File: config.mk
export PLATFORM = sky130hd
export DESIGN_NAME = periph_bridge
export DESIGN_NICKNAME = d
export VERILOG_FILES = /design/src/rtl/periph_bridge_pkg.sv /design/src/rtl/periph_lane_align.sv /design/src/rtl/periph_bridge.sv
export SDC_FILE = /design/constraint.sdc
export NUM_CORES = 1
export LEC_CHECK = 0
export BUFFER_PORTS_ARGS = -buffer_cell sky130_fd_sc_hd__buf_2
export CORE_ASPECT_RATIO = 1.5
export CORE_UTILIZATION = 50
export DETAILED_ROUTE_END_ITERATION = 12
export HOLD_SLACK_MARGIN = 0.12
export PLACE_DENSITY_LB_ADDON = 0.3
export SLEW_MARGIN = 20
export SYNTH_ARGS = -nofsm -noshare
export SYNTH_HDL_FRONTEND = slang
export SYNTH_HIERARCHICAL = 1
export SYNTH_SLANG_ARGS = --single-unit
File: constraint.sdc
create_clock -name clk -period 2.8 [get_ports clk]
set_input_delay 0.28 -clock clk [delete_from_list [all_inputs] [get_ports clk]]
set_output_delay 0.28 -clock clk [all_outputs]
set_load 0.02 [all_outputs]
File: src/rtl/periph_bridge_pkg.sv
// periph_bridge_pkg: size encodings, FSM states and alignment check for the peripheral bridge
package periph_bridge_pkg;
  localparam logic [1:0] SZ_BYTE = 2'b00;
  localparam logic [1:0] SZ_HALF = 2'b01;
  localparam logic [1:0] SZ_WORD = 2'b10;
  typedef enum logic [2:0] {S_IDLE, S_RD, S_CAP, S_WR, S_RSP} state_t;
  function automatic logic is_misaligned(input logic [1:0] size, input logic [1:0] off);
    return (size == SZ_HALF) ? off[0] : (size == SZ_WORD) ? |off : (size != SZ_BYTE);
  endfunction
endpackage

File: src/rtl/periph_lane_align.sv
// periph_lane_align: little-endian lane extract/extend for loads, lane shift and merge for stores
module periph_lane_align
  import periph_bridge_pkg::*;
(
  input  logic [1:0]  size,
  input  logic [1:0]  off,
  input  logic        is_unsigned,
  input  logic [31:0] rd_word,
  input  logic [31:0] wdata,
  output logic [31:0] ld_data,
  output logic [31:0] st_word,
  output logic [31:0] st_merge
);
  logic [4:0]  sh;
  logic [31:0] rd_sh, mask, lane_mask;
  assign sh = {off, 3'b000};
  always_comb begin
    rd_sh     = rd_word >> sh;
    mask      = (size == SZ_BYTE) ? 32'h0000_00ff : (size == SZ_HALF) ? 32'h0000_ffff : 32'hffff_ffff;
    lane_mask = mask << sh;
    ld_data   = (size == SZ_BYTE) ? {{24{~is_unsigned & rd_sh[7]}}, rd_sh[7:0]} :
                (size == SZ_HALF) ? {{16{~is_unsigned & rd_sh[15]}}, rd_sh[15:0]} : rd_sh;
    st_word   = (wdata & mask) << sh;
    st_merge  = (rd_word & ~lane_mask) | st_word;
  end
endmodule

File: src/rtl/periph_bridge.sv
// periph_bridge: CPU load/store port to word-wide peripheral bus, with read-modify-write for sub-word stores
module periph_bridge
  import periph_bridge_pkg::*;
#(
  parameter int RMW_EN = 1
) (
  input  logic        clk,
  input  logic        rst_n,
  input  logic        req_valid,
  output logic        req_ready,
  input  logic        req_we,
  input  logic [13:0] req_addr,
  input  logic [1:0]  req_size,
  input  logic        req_unsigned,
  input  logic [31:0] req_wdata,
  output logic        rsp_valid,
  output logic [31:0] rsp_rdata,
  output logic        rsp_err,
  output logic [13:0] bus_address,
  output logic [31:0] bus_write_data,
  output logic        bus_we,
  output logic        bus_re,
  input  logic [31:0] bus_read_data
);
  state_t      state, nxt;
  logic [1:0]  size_q, off_q, l_size, l_off;
  logic        uns_q, we_q, err_q, l_uns, accept, req_err;
  logic [31:0] wdata_q, rdata_q, l_wdata, ld_data, st_word, st_merge;

  assign req_ready = state == S_IDLE;
  assign bus_re    = state == S_RD;
  assign bus_we    = state == S_WR;
  assign rsp_valid = state == S_RSP;
  assign rsp_err   = rsp_valid & err_q;
  assign rsp_rdata = rsp_valid ? rdata_q : 32'h0;
  assign accept    = req_valid & req_ready;
  assign req_err   = is_misaligned(req_size, req_addr[1:0]);

  // While idle the lane unit sees the live request so a direct write word is ready at accept
  assign l_size  = req_ready ? req_size : size_q;
  assign l_off   = req_ready ? req_addr[1:0] : off_q;
  assign l_uns   = req_ready ? req_unsigned : uns_q;
  assign l_wdata = req_ready ? req_wdata : wdata_q;

  periph_lane_align u_align (
    .size       (l_size),
    .off        (l_off),
    .is_unsigned(l_uns),
    .rd_word    (bus_read_data),
    .wdata      (l_wdata),
    .ld_data    (ld_data),
    .st_word    (st_word),
    .st_merge   (st_merge)
  );

  always_ff @(posedge clk or negedge rst_n)
    if (!rst_n) state <= S_IDLE;
    else state <= nxt;

  always_comb begin
    nxt = state;
    unique case (state)
      S_IDLE: if (accept) nxt = req_err ? S_RSP :
                                (!req_we || (RMW_EN != 0 && req_size != SZ_WORD)) ? S_RD : S_WR;
      S_RD:   nxt = S_CAP;
      S_CAP:  nxt = we_q ? S_WR : S_RSP;
      S_WR:   nxt = S_RSP;
      S_RSP:  nxt = S_IDLE;
      default: nxt = S_IDLE;
    endcase
  end

  always_ff @(posedge clk or negedge rst_n)
    if (!rst_n) begin
      size_q         <= '0;
      off_q          <= '0;
      uns_q          <= 1'b0;
      we_q           <= 1'b0;
      err_q          <= 1'b0;
      wdata_q        <= '0;
      rdata_q        <= '0;
      bus_address    <= '0;
      bus_write_data <= '0;
    end else begin
      if (accept) begin
        size_q  <= req_size;
        off_q   <= req_addr[1:0];
        uns_q   <= req_unsigned;
        we_q    <= req_we;
        err_q   <= req_err;
        wdata_q <= req_wdata;
        rdata_q <= '0;
        if (!req_err) bus_address <= {req_addr[13:2], 2'b00};
        if (req_we && !req_err) bus_write_data <= st_word;
      end
      if (state == S_CAP) begin
        if (we_q) bus_write_data <= st_merge;
        else rdata_q <= ld_data;
      end
    end
endmodule

==> results of run 1 <==
[routing by layer]
metal	routed length, um	global-route usage, %	vias up
met5	0	0	-
met4	1100	16.8	0
met3	1340	4.92	68
met2	11700	54.6	322
met1	8740	35.7	3352
li1	-	-	3223
[what timing repair did]
action                                  in CTS  in global routing
endpoints found under the setup margin       0                 17
setup buffers                                0                  1
endpoints found under the hold margin       44                  0
gates resized for setup                      0                  1
hold buffers                                28                  0
[cells by family after synthesis]
logic type | after synthesis
muxes | 119
other | 1
AOI/OAI and AO/OA | 189
and+or+nand+nor | 312
DFF | 118
buffers and inverters | 78
[flip-flops by register name (all words and copies together) (netlist names)]
name            cells
state               3
wdata_q            32
bus_address        12
err_q               1
uns_q               1
size_q              2
we_q                1
bus_write_data     32
rdata_q            32
off_q               2
[placed cells by master (no fill, tap or decap), types with 18 or more instances in the layout]
| cell | count |
|---|---|
| sky130_fd_sc_hd__a31oi_1 | 34 |
| sky130_fd_sc_hd__nand2_1 | 166 |
| sky130_fd_sc_hd__mux2_2 | 111 |
| sky130_fd_sc_hd__buf_2 | 164 |
| sky130_fd_sc_hd__and3_1 | 33 |
| sky130_fd_sc_hd__dlygate4sd3_1 | 28 |
| sky130_fd_sc_hd__dfrtp_1 | 118 |
| sky130_fd_sc_hd__a21oi_1 | 18 |
| sky130_fd_sc_hd__nor2_1 | 47 |
| sky130_fd_sc_hd__buf_4 | 28 |
| sky130_fd_sc_hd__o21ai_0 | 75 |
[power by group]
part	internal, mW	switching, mW	leakage (nW)	total [mW]
sequential	2.47	0.408	1.48	2.88
combinational	2.99	4.31	2.58	7.30
clock	1.24	0.870	0.274	2.11
[final cells by class]
cell class	count	area [um^2]
Inverter	5	18.8
Fill cell	1254	5010
Tap cell	192	240
Clock inverter	15	146
Clock buffer	17	425
Sequential cell	118	2950
Multi-Input combinational cell	622	4000
Timing Repair Buffer	224	1390
[cells in the mapped netlist, types with 2 or more instances]
master	instances
sky130_fd_sc_hd__a21o_1	2
sky130_fd_sc_hd__o22ai_1	8
sky130_fd_sc_hd__and3_1	33
sky130_fd_sc_hd__buf_6	8
sky130_fd_sc_hd__and3b_1	2
sky130_fd_sc_hd__nor2b_1	10
sky130_fd_sc_hd__and2_1	11
sky130_fd_sc_hd__o21ai_0	75
sky130_fd_sc_hd__inv_1	4
sky130_fd_sc_hd__a21oi_1	18
sky130_fd_sc_hd__nand3b_1	9
sky130_fd_sc_hd__nor3_1	2
sky130_fd_sc_hd__a31oi_1	34
sky130_fd_sc_hd__clkbuf_1	32
sky130_fd_sc_hd__buf_4	3
sky130_fd_sc_hd__nor2_1	47
sky130_fd_sc_hd__nand3_1	17
sky130_fd_sc_hd__o211ai_1	8
sky130_fd_sc_hd__a211oi_1	7
sky130_fd_sc_hd__a2bb2oi_1	7
sky130_fd_sc_hd__nor3b_1	3
sky130_fd_sc_hd__mux2i_1	7
sky130_fd_sc_hd__nand2_1	167
sky130_fd_sc_hd__dfrtp_1	118
sky130_fd_sc_hd__a22oi_1	7
sky130_fd_sc_hd__o221ai_1	8
sky130_fd_sc_hd__buf_2	29
sky130_fd_sc_hd__mux2_2	111
sky130_fd_sc_hd__o21a_1	8
[through the flow]
| stage | utilization, % | instances | power [mW] |
|---|---|---|---|
| after global placement | 58.5 | 1132 | 9.90 |
| after global routing | 64.7 | 1193 | 13.0 |
| after detailed placement | 58.5 | 1132 | 9.96 |
| after floorplan | - | 818 | 8.02 |
| final | 64.7 | 1193 | 12.3 |
| after CTS | 64.5 | 1192 | 12.2 |
[worst register-to-register path, stage by stage (launching register included)]
cell	delay (ps)
sky130_fd_sc_hd__dfrtp_1	410
sky130_fd_sc_hd__nor3_4	270
sky130_fd_sc_hd__mux2_2	540
sky130_fd_sc_hd__buf_12	250
sky130_fd_sc_hd__and2_0	310
sky130_fd_sc_hd__o21ai_0	310
sky130_fd_sc_hd__o221ai_1	180
sky130_fd_sc_hd__nor2_1	140
sky130_fd_sc_hd__a31oi_1	60
[path summary, 6_finish.rpt]
check	slack [ps]	cells past startpoint	from	end
worst max-delay path	190	8	state[2]	bus_write_data[16]
worst min-delay path	130	2	req_wdata[20]	wdata_q[20]
worst max register to register	190	8	state[2]	bus_write_data[16]
worst min register to register	480	2	err_q	err_q
max in group asynchronous	1810	3	rst_n	rdata_q[13]
min in group asynchronous	300	2	rst_n	wdata_q[6]
==> PnR_summary.wiki, run 1 <==
{| class="wikitable"
! Metric !! Value
|-
| Adder-cell share of the synthesized area || 0%
|-
| Worst skew pair latency || slightly above 400 ps
|-
| Number of diodes || 0
|-
| Top delay family on crit path || simple AND/OR/NAND/NOR gates
|-
| Maximum number of pins on one net before global-route repair || 75
|-
| Detailed Place HPWL || approximately 16 mm
|-
| Post-route standard cell area excluding fillers || 0.00918 mm^2
|-
| Iteration count of the initial detailed-routing pass || 5
|-
| Vias per Instance || roughly 5.8
|-
| Antenna violations before repair || 0
|-
| Post-synth ARST share || 100%
|-
| RSZ-0062 raised after global routing || false
|-
| Total of max-cap violations || 0
|-
| Slowest cell on crit path || sky130_fd_sc_hd__mux2_2
|-
| Remaining antenna violation count || 0
|-
| Synth Area in XOR/XNOR || 0%
|-
| DR iter-0 viols || between 500 and 600
|-
| Peak supply drop || around 0.0006 V
|-
| Slowest cell delay on critical path || 540 ps
|-
| Final worst path period need || 2610 ps
|-
| First-pass GRT wire length || ~35 mm
|-
| Highest clock frequency the design can meet || between 300 and 400 MHz
|-
| Syn Area/Cell || between 8 and 9 um^2
|-
| Fin crit share || around 93%
|-
| Total number of vias || around 7000
|-
| Mapped cell area || about 0.0073 mm^2
|-
| Tightest Pin Transition || 818 ps
|-
| Category of the worst setup path launch point || flip-flop
|-
| Leading area contributor after synthesis || sky130_fd_sc_hd__dfrtp_1
|-
| Compound-cell area share of the yosys netlist || between 10% and 20%
|-
| Most area-consuming cells after synthesis || sky130_fd_sc_hd__dfrtp_1, sky130_fd_sc_hd__mux2_2, sky130_fd_sc_hd__nand2_1, sky130_fd_sc_hd__o21ai_0, sky130_fd_sc_hd__a31oi_1
|-
| Buf/Inv on CP || 1
|-
| Number of flops mapped to enable cells by yosys || 0
|-
| TritonCTS clock tree || yes
|-
| Placed standard-cell area || roughly 0.0083 mm^2
|-
| Number of clock sinks || 118
|-
| P&R area growth vs syn || 25.1%
|-
| Weighted congestion at the end of routability-driven global placement || just under 1
|-
| Endpoint class of the critical path || flip-flop
|-
| Most common flop cell mapped by yosys || sky130_fd_sc_hd__dfrtp_1
|-
| Net count reported at finish || roughly 1100
|-
| Number of max-slew violations in the final report || 0
|-
| Share of layout cells above drive strength 1 || 35.2%
|-
| Number of buffers on the longest clock path || 2
|-
| Register bit count reported by yosys || 118
|-
| Power per standard cell area || 1340 mW/mm^2
|-
| # rows || between 50 and 60
|-
| Count of buffers from port buffering || between 150 and 200
|-
| Final Hold Viols || 0
|-
| Worst min-delay path category || input port to flip-flop
|-
| Gr usage total || between 30% and 40%
|-
| Total Negative Setup Slacks || 0 ps
|-
| Fraction of post-synthesis cell area in the top cell type by area || around two fifths
|-
| Required arrival time at the worst endpoint || approximately 3100 ps
|-
| Die height || approximately 150 um
|-
| Overall die width || about 100 um
|-
| Routed Wire Length || about 23 mm
|-
| Placeable core region || between 0.01 and 0.015 mm^2
|-
| Warning count from the yosys run || 6
|-
| Worst Setup Path Type || flip-flop to flip-flop
|-
| H-tree depth reported by CTS || 4
|-
| Total CTS buffers || 17
|-
| Share of synthesized area occupied by flip-flops and latches || approximately two fifths
|-
| Multiplexer share of the synthesized area || approximately 18%
|-
| Leakage Power || approximately 4.3 nW
|-
| Number of DRC violations after detailed routing || 0
|-
| Initial core utilization || between 50 and 60%
|-
| Outcome || finished, final reports clean
|-
| Critical Path Fanout Max || approximately 50
|-
| Post-detailed-route wirelength per cell || ~19 um
|-
| Final setup violation count || 0
|-
| Worst slew margin relative to its limit || a little under half
|-
| Data arrival at the endpoint of the critical path || between 2000 and 3000 ps
|-
| Dominant combinational cell family by area after synthesis || simple AND/OR/NAND/NOR gates
|-
| Remaining global-route overflow || 0
|-
| Clk Tree Root Cell || sky130_fd_sc_hd__clkbuf_16
|-
| Number of instances in the synthesized netlist || just over 800
|-
| Smallest setup slack after layout || ~190 ps
|-
| Area share of and/or/nand/nor cells after synthesis || around a fifth
|-
| Cell-by-cell listing of the critical path || nor3_4 -> mux2_2 -> buf_12 -> and2_0 -> o21ai_0 -> o221ai_1 -> nor2_1 -> a31oi_1
|-
| I/O pin count || approximately 170
|-
| Worst Skew || around 6.9 ps
|-
| Hold Slack || 127 ps
|-
| Via count of the first global-routing pass || 6685
|-
| Worst-path clk slew || 60 ps
|-
| Setup WS pre-CTS || around 130 ps
|-
| Die Outline Area || 0.0152 mm^2
|-
| Number of distinct library cells after synthesis || 51
|}
(Power assumes the default switching activity.)
==> run 2, diff against run 1 <==
--- a/config.mk
+++ b/config.mk
@@ -10,7 +10,7 @@
 export CORE_UTILIZATION = 50
 export DETAILED_ROUTE_END_ITERATION = 12
 export HOLD_SLACK_MARGIN = 0.12
-export PLACE_DENSITY_LB_ADDON = 0.3
+export PLACE_DENSITY = 0.78
 export SLEW_MARGIN = 20
 export SYNTH_ARGS = -nofsm -noshare
 export SYNTH_HDL_FRONTEND = slang
==> PnR_summary.wiki, run 2 (synthesis results as in run 1) <==
{| class="wikitable"
! Metric !! Value
|-
| Outcome || finished, final reports clean
|-
| Die Outline Area || 0.0152 mm^2 (unchanged)
|-
| Final worst path period need || 2630 ps (+24.7 ps)
|-
| Routed Wire Length || 22.9 mm (+0.11%)
|-
| Detailed Place HPWL || 15.7 mm (-2.0%)
|-
| Fin crit share || 94.0% (+0.88 points)
|-
| Register share of total power || 23.1% (-0.3 points)
|-
| Net count reported at finish || 1073 (unchanged)
|-
| Power per standard cell area || 1360 mW/mm^2 (+1.4%)
|-
| Peak supply drop || 0.000618 V (+0.39%)
|-
| DR iter-0 viols || 554 (+9.5%)
|-
| Initial core utilization || 51.7% (unchanged)
|-
| CP startpoint || state[2]
|-
| Clock network power share || 20.1% (+2.9 points)
|-
| Vias per Instance || 5.87 (+0.55%)
|-
| Number of DRC violations after detailed routing || 0 (unchanged)
|-
| TritonCTS clock tree || yes
|-
| Leakage Power || 4.36 nW (+0.70%)
|-
| Combinational share of power || 56.8% (-2.6 points)
|-
| Maximum number of pins on one net before global-route repair || 66 (-12%)
|-
| Worst Skew || 9.43 ps (+2.54 ps)
|-
| Total internal power || 7.07 mW (+5.5%)
|-
| Worst slew margin relative to its limit || 56.8% (+11 points)
|-
| Registers with the most flip-flops || bus_write_data: 32 flops, rdata_q: 32 flops, wdata_q: 32 flops
|-
| Final Hold Viols || 0 (unchanged)
|-
| Highest-count cells in the layout ignoring fill and taps || sky130_fd_sc_hd__nand2_1, sky130_fd_sc_hd__buf_2, sky130_fd_sc_hd__dfrtp_1
|-
| Number of clock sinks || 118 (unchanged)
|-
| Placeable core region || 0.0142 mm^2 (unchanged)
|-
| Worst Setup Path Type || flip-flop to flip-flop
|-
| Count of buffers from port buffering || 165 (unchanged)
|-
| Slowest cell delay on critical path || 530 ps (about the same)
|-
| Buf/Inv on CP || 1 (unchanged)
|-
| Total CTS buffers || 17 (unchanged)
|-
| Via count of the first global-routing pass || 6787 (+1.5%)
|-
| Overall die width || 101 um (unchanged)
|-
| Number of standard cells in the layout, taps in and fillers out || 1194 (+0.084%)
|-
| Remaining global-route overflow || 0 (unchanged)
|-
| Critical Path Fanout Max || 16 (-67%)
|-
| # rows || 53 (unchanged)
|-
| Worst-path clk slew || 60 ps (about the same)
|-
| Number of placed instances with taps included || 1130 (-0.18%)
|-
| Antenna violations before repair || 0 (unchanged)
|-
| Total of max-cap violations || 0 (unchanged)
|-
| Setup WS pre-CTS || 196 ps (+63.0 ps)
|-
| Required arrival time at the worst endpoint || 3070 ps (+20 ps)
|-
| Remaining antenna violation count || 0 (unchanged)
|-
| Smallest setup slack after layout || 168 ps (-24.7 ps)
|-
| I/O pin count || 168 (unchanged)
|-
| Data arrival at the endpoint of the critical path || 2910 ps (+50 ps)
|-
| Launch point of the worst reg-to-reg path || state[2]
|-
| Switching power as a share of total power || 43.8% (-1.7 points)
|-
| Iteration count of the initial detailed-routing pass || 5 (unchanged)
|-
| Net Switching || 5.51 mW (-1.4%)
|-
| Gr usage total || 31.1% (+0.12 points)
|-
| Cell-by-cell listing of the critical path || nor3_2 -> buf_4 -> mux2_2 -> mux2_4 -> a32oi_4 -> nand3_1 -> nand2_1 -> o21ai_0
|-
| Most common cell after layout, fill and taps aside || sky130_fd_sc_hd__nand2_1
|-
| Tightest Pin Transition || 648 ps (-170 ps)
|-
| P&R area growth vs syn || 26.3%
|-
| Clk Tree Root Cell || sky130_fd_sc_hd__clkbuf_16
|-
| Share of layout cells above drive strength 1 || 34.8% (-0.40 points)
|-
| Endpoint class of the critical path || flip-flop
|-
| Worst min-delay path category || input port to flip-flop
|-
| Post-detailed-route wirelength per cell || 19.1 um (about the same)
|-
| Category of the worst setup path launch point || flip-flop
|-
| H-tree depth reported by CTS || 4 (unchanged)
|-
| Worst skew pair latency || 420 ps (about the same)
|-
| Hold Slack || 124 ps (-3.19 ps)
|-
| Total Negative Setup Slacks || 0 ps (unchanged)
|-
| Start point of the worst hold path || req_wdata[20]
|-
| RSZ-0062 raised after global routing || false
|-
| Die height || 150 um (unchanged)
|-
| Top delay family on crit path || multiplexers
|-
| First-pass GRT wire length || 35.5 mm (+0.14%)
|-
| Total number of vias || 7009 (+0.63%)
|-
| Post-CTS repair timing setup buffer count || 0 (unchanged)
|-
| Slowest cell on crit path || sky130_fd_sc_hd__a32oi_4
|-
| Number of max-slew violations in the final report || 0 (unchanged)
|-
| Final setup violation count || 0 (unchanged)
|-
| Number of buffers on the longest clock path || 2 (unchanged)
|-
| Highest clock frequency the design can meet || 380 MHz (-0.94%)
|-
| Weighted congestion at the end of routability-driven global placement || 0.936 (-4.2%)
|}
-- run 2: layout make-up --
cell class,count,area (um^2)
antenna,1,2.50
clock buffer,20,457
clock inverter,12,224
fill,1211,4920
inverter,5,18.8
multi-input combinational,622,4010
sequential,118,2950
tap,192,240
timing repair buffer,224,1370
-- run 2: stage by stage --
step,power [mW],area [um^2],util (%)
floorplan,8.02,7340,-
global placement,9.65,8260,58.2
detailed placement,9.76,8260,58.2
CTS,12.4,9250,65.2
global route,13.3,9260,65.3
finish,12.6,9270,65.3
-- run 2: timing repair --
action	CTS	global route
endpoints found under the setup margin	0	20
hold buffers	31	0
endpoints found under the hold margin	70	0
gates resized for setup	0	3
-- run 2: worst reg2reg max path, stage by stage, from the launching register on --
cell and delay, ps:
sky130_fd_sc_hd__dfrtp_1 390, sky130_fd_sc_hd__nor3_2 240, sky130_fd_sc_hd__buf_4 210, sky130_fd_sc_hd__mux2_2 420
sky130_fd_sc_hd__mux2_4 370, sky130_fd_sc_hd__a32oi_4 530, sky130_fd_sc_hd__nand3_1 160, sky130_fd_sc_hd__nand2_1 100
sky130_fd_sc_hd__o21ai_0 80
-- run 2: routing by layer --
| metal | share of wire [%] | GRT usage (%) |
|---|---|---|
| met1 | 37 | 36.6 |
| met2 | 49 | 51.7 |
| met3 | 6.5 | 5.11 |
| met4 | 6.8 | 21.6 |
| met5 | 0 | 0 |
-- run 2: path summary, 6_finish.rpt --
check	end	slack, ps	cells past startpoint
max reg2reg	rdata_q[17]	170	8
min in group asynchronous	wdata_q[1]	410	2
min reg2reg	err_q	470	2
min	wdata_q[20]	120	2
max	rdata_q[17]	170	8
max in group asynchronous	rdata_q[1]	1620	3
-- run 2: power groups by stage --
stage | sequential, mW | combinational (mW) | clock [mW]
2_1_floorplan | 3.16 | 4.85 | 0
3_3_place_gp | 2.87 | 6.78 | 0
3_5_place_dp | 2.90 | 6.85 | 0
4_1_cts | 2.89 | 6.97 | 2.55
5_1_grt | 2.97 | 7.69 | 2.62
6_report | 2.90 | 7.15 | 2.53
